===== src/rtl/lut_neuron_pkg.sv =====
// Shared definitions for the LUT neuron array: FSM state encoding and default sizes.
package lut_neuron_pkg;

  localparam int unsigned DEF_IN_W   = 8;
  localparam int unsigned DEF_OUT_W  = 1;
  localparam int unsigned DEF_N_NEUR = 4;

  typedef enum logic [1:0] {
    LOAD  = 2'd0,
    RUN   = 2'd1,
    DRAIN = 2'd2
  } state_t;

endpackage


===== src/rtl/lut_neuron_ram.sv =====
// Per-neuron lookup table: one synchronous write port, one asynchronous read port.
module lut_neuron_ram #(
  parameter int unsigned AW = 8,
  parameter int unsigned DW = 1
) (
  input  logic          clk,
  input  logic          we,
  input  logic [AW-1:0] waddr,
  input  logic [DW-1:0] wdata,
  input  logic [AW-1:0] raddr,
  output logic [DW-1:0] rdata
);

  logic [DW-1:0] mem [0:(1<<AW)-1];

  always_ff @(posedge clk) begin
    if (we) mem[waddr] <= wdata;
  end

  assign rdata = mem[raddr];

endmodule


===== src/rtl/lut_neuron_array.sv =====
// N_NEUR parallel LUT neurons behind a two-stage valid/ready pipeline with a LOAD/RUN/DRAIN
// table-reload FSM. Optional per-entry even parity: define LUT_NEURON_PARITY_EN.
module lut_neuron_array
  import lut_neuron_pkg::*;
#(
  parameter int unsigned IN_W   = DEF_IN_W,
  parameter int unsigned OUT_W  = DEF_OUT_W,
  parameter int unsigned N_NEUR = DEF_N_NEUR
) (
  input  logic                      clk,
  input  logic                      rst_n,
  input  logic                      in_valid,
  output logic                      in_ready,
  input  logic [N_NEUR*IN_W-1:0]    in_data,
  output logic                      out_valid,
  input  logic                      out_ready,
  output logic [N_NEUR*OUT_W-1:0]   out_data,
  input  logic                      cfg_start,
  input  logic                      cfg_done,
  input  logic                      cfg_we,
  // One spare code point so an out-of-range neuron index stays representable.
  input  logic [$clog2(N_NEUR+1)-1:0] cfg_neur,
  input  logic [IN_W-1:0]           cfg_addr,
  input  logic [OUT_W-1:0]          cfg_data,
  output logic                      loading
`ifdef LUT_NEURON_PARITY_EN
  , output logic                    par_err
`endif
);

  localparam int unsigned NSEL_W = $clog2(N_NEUR+1);
  localparam logic [NSEL_W-1:0] N_LIM = NSEL_W'(N_NEUR);
`ifdef LUT_NEURON_PARITY_EN
  localparam int unsigned WORD_W = OUT_W + 1;
`else
  localparam int unsigned WORD_W = OUT_W;
`endif

  state_t                     state;
  logic                       va, vb;
  logic [N_NEUR*IN_W-1:0]     da;
  logic [N_NEUR*OUT_W-1:0]    lookup;
  logic                       b_adv, in_fire, wr_ok;
`ifdef LUT_NEURON_PARITY_EN
  logic [N_NEUR-1:0]          bad;
`endif

  assign b_adv     = !vb || out_ready;
  assign in_ready  = (state == RUN) && (!va || !vb || out_ready);
  assign in_fire   = in_valid && in_ready;
  assign wr_ok     = cfg_we && (state == LOAD) && (cfg_neur < N_LIM);
  assign out_valid = vb;

  for (genvar k = 0; k < N_NEUR; k++) begin : g_neur
    logic              we_k;
    logic [WORD_W-1:0] wdata;
    logic [WORD_W-1:0] rdata;

    assign we_k = wr_ok && (cfg_neur == NSEL_W'(k));
`ifdef LUT_NEURON_PARITY_EN
    assign wdata  = {^cfg_data, cfg_data};
    assign bad[k] = rdata[OUT_W] != (^rdata[OUT_W-1:0]);
`else
    assign wdata  = cfg_data;
`endif

    lut_neuron_ram #(
      .AW(IN_W),
      .DW(WORD_W)
    ) u_ram (
      .clk   (clk),
      .we    (we_k),
      .waddr (cfg_addr),
      .wdata (wdata),
      .raddr (da[k*IN_W +: IN_W]),
      .rdata (rdata)
    );

    assign lookup[k*OUT_W +: OUT_W] = rdata[OUT_W-1:0];
  end

  always_ff @(posedge clk or negedge rst_n) begin
    if (!rst_n) begin
      state   <= LOAD;
      loading <= 1'b1;
    end else begin
      case (state)
        LOAD: if (cfg_done) begin
          state   <= RUN;
          loading <= 1'b0;
        end
        RUN: if (cfg_start) state <= DRAIN;
        DRAIN: if (!va && !vb) begin
          state   <= LOAD;
          loading <= 1'b1;
        end
        default: begin
          state   <= LOAD;
          loading <= 1'b1;
        end
      endcase
    end
  end

  // Stage A only accepts when its word can move on (in_ready), so va is freed whenever B advances.
  always_ff @(posedge clk or negedge rst_n) begin
    if (!rst_n) begin
      va       <= 1'b0;
      vb       <= 1'b0;
      da       <= '0;
      out_data <= '0;
    end else begin
      if (in_fire) begin
        va <= 1'b1;
        da <= in_data;
      end else if (b_adv) begin
        va <= 1'b0;
      end
      if (b_adv) begin
        vb <= va;
        if (va) out_data <= lookup;
      end
    end
  end

`ifdef LUT_NEURON_PARITY_EN
  always_ff @(posedge clk or negedge rst_n) begin
    if (!rst_n) begin
      par_err <= 1'b0;
    end else if (state == DRAIN && !va && !vb) begin
      par_err <= 1'b0;
    end else if (b_adv && va && (|bad)) begin
      par_err <= 1'b1;
    end
  end
`endif

endmodule


===== config.mk =====
export PLATFORM = sky130hd
export DESIGN_NAME = lut_neuron_array
export DESIGN_NICKNAME = d
export VERILOG_FILES = /design/src/rtl/lut_neuron_pkg.sv /design/src/rtl/lut_neuron_ram.sv /design/src/rtl/lut_neuron_array.sv
export SDC_FILE = /design/constraint.sdc
export NUM_CORES = 2
export LEC_CHECK = 0
export ABC_CLOCK_PERIOD_IN_PS = 3000
export CAP_MARGIN = 25
export CORE_MARGIN = 2
export CORE_UTILIZATION = 30
export DETAILED_ROUTE_END_ITERATION = 8
export GPL_TIMING_DRIVEN = 0
export SLEW_MARGIN = 20
export SYNTH_ARGS = -nofsm -noshare
export SYNTH_HDL_FRONTEND = slang
export SYNTH_SLANG_ARGS = --single-unit

===== constraint.sdc =====
create_clock -name clk -period 3 [get_ports clk]
set_input_delay 0.6 -clock clk [delete_from_list [all_inputs] [get_ports clk]]
set_output_delay 0.6 -clock clk [all_outputs]
set_load 0.02 [all_outputs]

After elaboration in Yosys (flattened, before gate mapping) --
Memories as Yosys holds them, arrays and structs flattened. A register that Yosys moved wholly into a read port is not among the register bits. Cells that the tools add are included. W data, S select, Z words.
Storage, ports and cells: bits in registers 37, bits in writable memories 1024, input bits 51, output and inout bits 7, word-level logic and storage cells 60, memories 4
Memory list:
- g_neur[0].u_ram.mem | words 256, width 1, read ports 1, clocked after memory_dff 1, write ports 1, RTL line lut_neuron_ram.sv:14 | logic [DW-1:0] mem [0:(1<<AW)-1];
- g_neur[1].u_ram.mem | words 256, width 1, read ports 1, clocked after memory_dff 1, write ports 1, RTL line lut_neuron_ram.sv:14
- g_neur[2].u_ram.mem | words 256, width 1, read ports 1, clocked after memory_dff 1, write ports 1, RTL line lut_neuron_ram.sv:14
- g_neur[3].u_ram.mem | words 256, width 1, read ports 1, clocked after memory_dff 1, write ports 1, RTL line lut_neuron_ram.sv:14
Cells by class: $lt $le $gt $ge 1, eq/ne operators 8, mux-type cells 17, bitwise logic cells 1, reduce and logical (&&, ||, !) cells 24
Operators by type and width (count):
- $mux W1 | 12
- $logic_and A1 B1 Y1 | 9
- $eq A3 B2 Y1 const B | 2
- $logic_not A1 Y1 | 6
- $mux W2 | 3
- $ne A2 B2 Y1 const B | 3
- $pmux W2 S3 | 1
- $reduce_and A3 Y1 | 2
- $eq A3 B1 Y1 const B | 1
- $logic_not A3 Y1 | 1
- $logic_or A1 B1 Y1 | 3
- $lt A3 B3 Y1 const B | 1
- $pmux W1 S3 | 1
- $eq A2 B1 Y1 const B | 1
- $eq A2 B2 Y1 const B | 1
- $logic_not A2 Y1 | 1
- $reduce_and A2 Y1 | 1
- $reduce_bool A2 Y1 | 1
- $not A1 Y1 | 1

Logic depth before layout (Yosys ltp) --
depth after elaboration 6, gate-level depth with buffers 11, gate-level depth less buffers 6

Cells and area by module --
A second synthesis with hierarchy kept.
Unflattened totals: cell total of the unflattened synthesis 3252, area, all modules 46208.1 µm²
Modules (own cells, without submodules):
- lut_neuron_ram | instances 4, cells an instance 787, area an instance 11108.2 µm², sequential area each 7687.4 µm²
- lut_neuron_array | instances 1, cells an instance 104, area an instance 1775.5 µm², sequential area each 1027.2 µm²

Least setup slack after synthesis --
Ideal clock, no wire load.
path type reg2reg, start point reg da[16], end point reg out_data[2], read port of g_neur[2].u_ram.mem, library setup time 0.126 ns, arrival 2.211 ns, data required time 2.874 ns, slack 0.663 ns, cell stages (with the launch flop) 10, buffers on the path 3, period minus slack after synthesis 2.337 ns, cells stage by stage dfrtp_1 buf_6 buf_6 buf_2 mux4_2 mux2i_1 mux2i_1 a211oi_1 a21oi_1 a221o_1
RTL lines:
- from (decl) | RTL line lut_neuron_array.sv:41 | logic [N_NEUR*IN_W-1:0] da;
- from (signal assigned) | RTL line lut_neuron_array.sv:115 | da <= in_data;
- to (decl) | RTL line lut_neuron_array.sv:17 | output logic [N_NEUR*OUT_W-1:0] out_data,

==> metrics.txt <==
endpoints failing setup=6; Worst path slowest cell=nor4_2; sequential area share after synthesis=roughly two thirds; global-route wire length before repair=235000 um; Hold Crit Class=input port to asynchronous set/reset pin; final period utilization=104%; Layout Nets=3634; Max Cap Viol=0; vias in the first global route=30300; die area=~160000 sq um; number of I/O port buffers=57; Ports=58; Synth top area share=65.9%; Worst-path clk slew=about 0.060 ns; CTS tree=built; Setup Crit Path Kind=flip-flop to flip-flop; final WL=roughly 170000 um; Syn Area/Cell=around 14 sq um; Post-synth EDFFs=~1000; Mapped Cells=roughly 3400; CTS Buf Count=around 110; via count=around 32000; post-synth cell types=56; GPL Wtd Cong=between 1 and 1.5; skew final=approximately 0.038 ns; PD cells=881 nW/um^2; Clock Power Share=28.3%; CP dominant cell by count=nand3_1; FP Rows=144; outcome=finished with violations; final setup margin=-0.115 ns; clk buf depth=3; global-route usage over all layers=a little over a fifth; max-slew violation count=0; fill cell count=14800; CP Data Required Time=3.69 ns; Finished Layout Cells=between 5000 and 6000; Clock Latency Late Sink=approximately 0.76 ns; drt pass-1 iters=6; Combinational Power Share=36.1%; post-synth top area cell=edfxtp_1; Largest delay share family, worst path=simple AND/OR/NAND/NOR gates; Syn-to-layout area delta=16.6%; Netlist Area Pre-Place=approximately 47000 sq um; failing checks=setup timing; asr flop ratio synth=between 3 and 4%; number of buffers and inverters on the critical path=2; Seq cells post-synth=approximately 1100; Worst path max stage delay=between 0.6 and 0.7 ns; worst-path cell chain=buf_2, clkbuf_2, mux4_2, nand3_1, nand3_1, nand4b_1, nor4_2, a221o_1; Hold Vio Cnt, Final=0; htree depth=3; crit path max fanout=10; top cells by area, synth=edfxtp_1 (66%), mux4_2 (11%), nor2_1 (8.6%); WL/cell=just over 30 um; Cell Int Power=29800 uW; antenna violations before repair=10; die width=around 400 um; CORE AREA=roughly 150000 sq um; Net Sw Frac=between 30 and 40%; clock sink count=roughly 1100; worst slew pin tran=~1.2 ns; fmax=~0.32 GHz; Leak=0.0158 uW; Syn. warnings=0; Worst IR Drop VDD=approximately 0.00046 V; Residual DRC=0; DP HPWL=120000 um; Die H=about 400 um; FF/Latch Area=31800 sq um; initial DRC count=5607; setup TNS=-0.347 ns; share of cells above drive strength 1=between 10% and 20%; largest net degree at the start of global routing=around 160; total power=roughly 48000 uW; Slew headroom=between 20% and 30%; CTS Root Cell=clkbuf_16; post-DR vias/cell=5.55; WP data arrival=~3.8 ns; Initial Util=a little under a third; Reg power frac=35.6%; Syn Nets=3435; critical path capture point type=flip-flop; Overflow after GRT=0; Tmin final=slightly above 3 ns; Switch Pwr=roughly 18000 uW; cell count after placement=5508; Worst setup SP type=flip-flop; multi-input logic area=roughly 14000 sq um; RSZ-0062 raised after global routing=true; Top FF cell, synth=edfxtp_1; post-route ant nets=0
[placed cells by master, fill, tap and decap left out, types with 43 or more instances in the layout]
cell | netlist | routed
edfxtp_1 | 1024 | 1024
mux2i_1 | 45 | 43
nor2_1 | 1070 | 1058
nand3_1 | 45 | 45
clkbuf_16 | 0 | 109
nand2_1 | 336 | 335
clkbuf_1 | 169 | 152
mux4_2 | 231 | 231
mux2_2 | 54 | 54
clkdlybuf4s50_1 | 0 | 55
[repair_timing]
| item | in CTS | in global routing |
|---|---|---|
| setup endpoints to repair | 25 | 89 |
| gates resized for setup | 131 | 44 |
| hold endpoints to repair | 40 | 0 |
| hold buffers | 1 | 0 |
| setup buffers | 7 | 0 |
| cloned | 0 | 0 |
| pin swaps | 0 | 1 |
[logic make-up after synthesis]
group           share of synthesized area, %
buf+inv                                 2.45
mux                                     13.8
simple gates                            13.4
flops                                   68.1
compound gates                          2.30
[layout make-up]
cell class	instances	area share (%)
Tap cell	2044	4.70
Clock inverter	62	1.15
Buffer	245	2.69
Sequential cell	1065	58.4
Multi-Input combinational cell	2054	25.7
Antenna cell	1	0.00460
Inverter	19	0.154
Timing Repair Buffer	90	1.97
Clock buffer	134	5.22
[cells in the mapped netlist (15+ instances only)]
| cell | number |
|---|---|
| mux4_2 | 231 |
| edfxtp_1 | 1024 |
| nor3_1 | 23 |
| nand2_1 | 336 |
| nor2b_1 | 29 |
| dfrtp_1 | 40 |
| buf_1 | 19 |
| o21ai_0 | 15 |
| clkbuf_1 | 169 |
| a31oi_1 | 15 |
| a21oi_1 | 15 |
| mux2_2 | 54 |
| inv_1 | 18 |
| mux2i_1 | 45 |
| buf_2 | 39 |
| nand2b_1 | 18 |
| nor2_1 | 1070 |
| nand3_1 | 45 |
| nor4_1 | 15 |
| a22oi_1 | 37 |
[sequential cells by signal, indices dropped and copies added, names as in the netlist]
name	flops
out_data	4
out_valid	1
state	2
da	32
loading	1
g_neur.u_ram.mem	1024
va	1
[worst paths after layout]
path / from / end / depth (start not counted) / slack (ns)
max: da[18] / out_data[2] / 8 / -0.12
min: rst_n / da[13] / 2 / 0.19
max reg2reg: da[18] / out_data[2] / 8 / -0.12
min reg2reg: state[1] / state[0] / 1 / 0.55
max in group asynchronous: rst_n / da[8] / 3 / 2.27
min in group clk: cfg_data / g_neur[3].u_ram.mem[137] / 1 / 0.34
[per-layer routing]
layer  part of all wire [%]  vias up  track usage, %
li1                       -    12800               -
met1                     36    16100            27.2
met2                     44     2346            32.3
met3                     14      451            7.07
met4                    5.9        8            11.4
met5                  0.031        -               0
[power groups by stage]
stage	Clock (uW)	Combinational [uW]	Sequential, uW
2_1_floorplan	0	7970	17100
5_1_grt	14100	17100	17100
4_1_cts	13600	16400	17000
3_5_place_dp	0	15700	17300
6_report	13600	17300	17100
3_3_place_gp	0	15600	17800
[worst reg2reg max path, stage by stage (launching register included)]
cell,delay (ns)
dfrtp_1,0.46
buf_2,0.46
clkbuf_2,0.45
mux4_2,0.36
nand3_1,0.09
nand3_1,0.20
nand4b_1,0.21
nor4_2,0.64
a221o_1,0.20
[metrics by stage]
stage	hold slack (ns)	utilization (%)	setup slack, ns	cell area, sq um
after floorplan	0.304	-	0.663	46700
after global placement	0.514	32.3	-23.75	49800
after detailed placement	0.407	32.6	-1.42	50300
after CTS	0.167	35.1	-0.0391	54300
after global routing	0.211	35.3	-0.0336	54400
final	0.192	35.3	-0.115	54400
(Power assumes the default switching activity.)
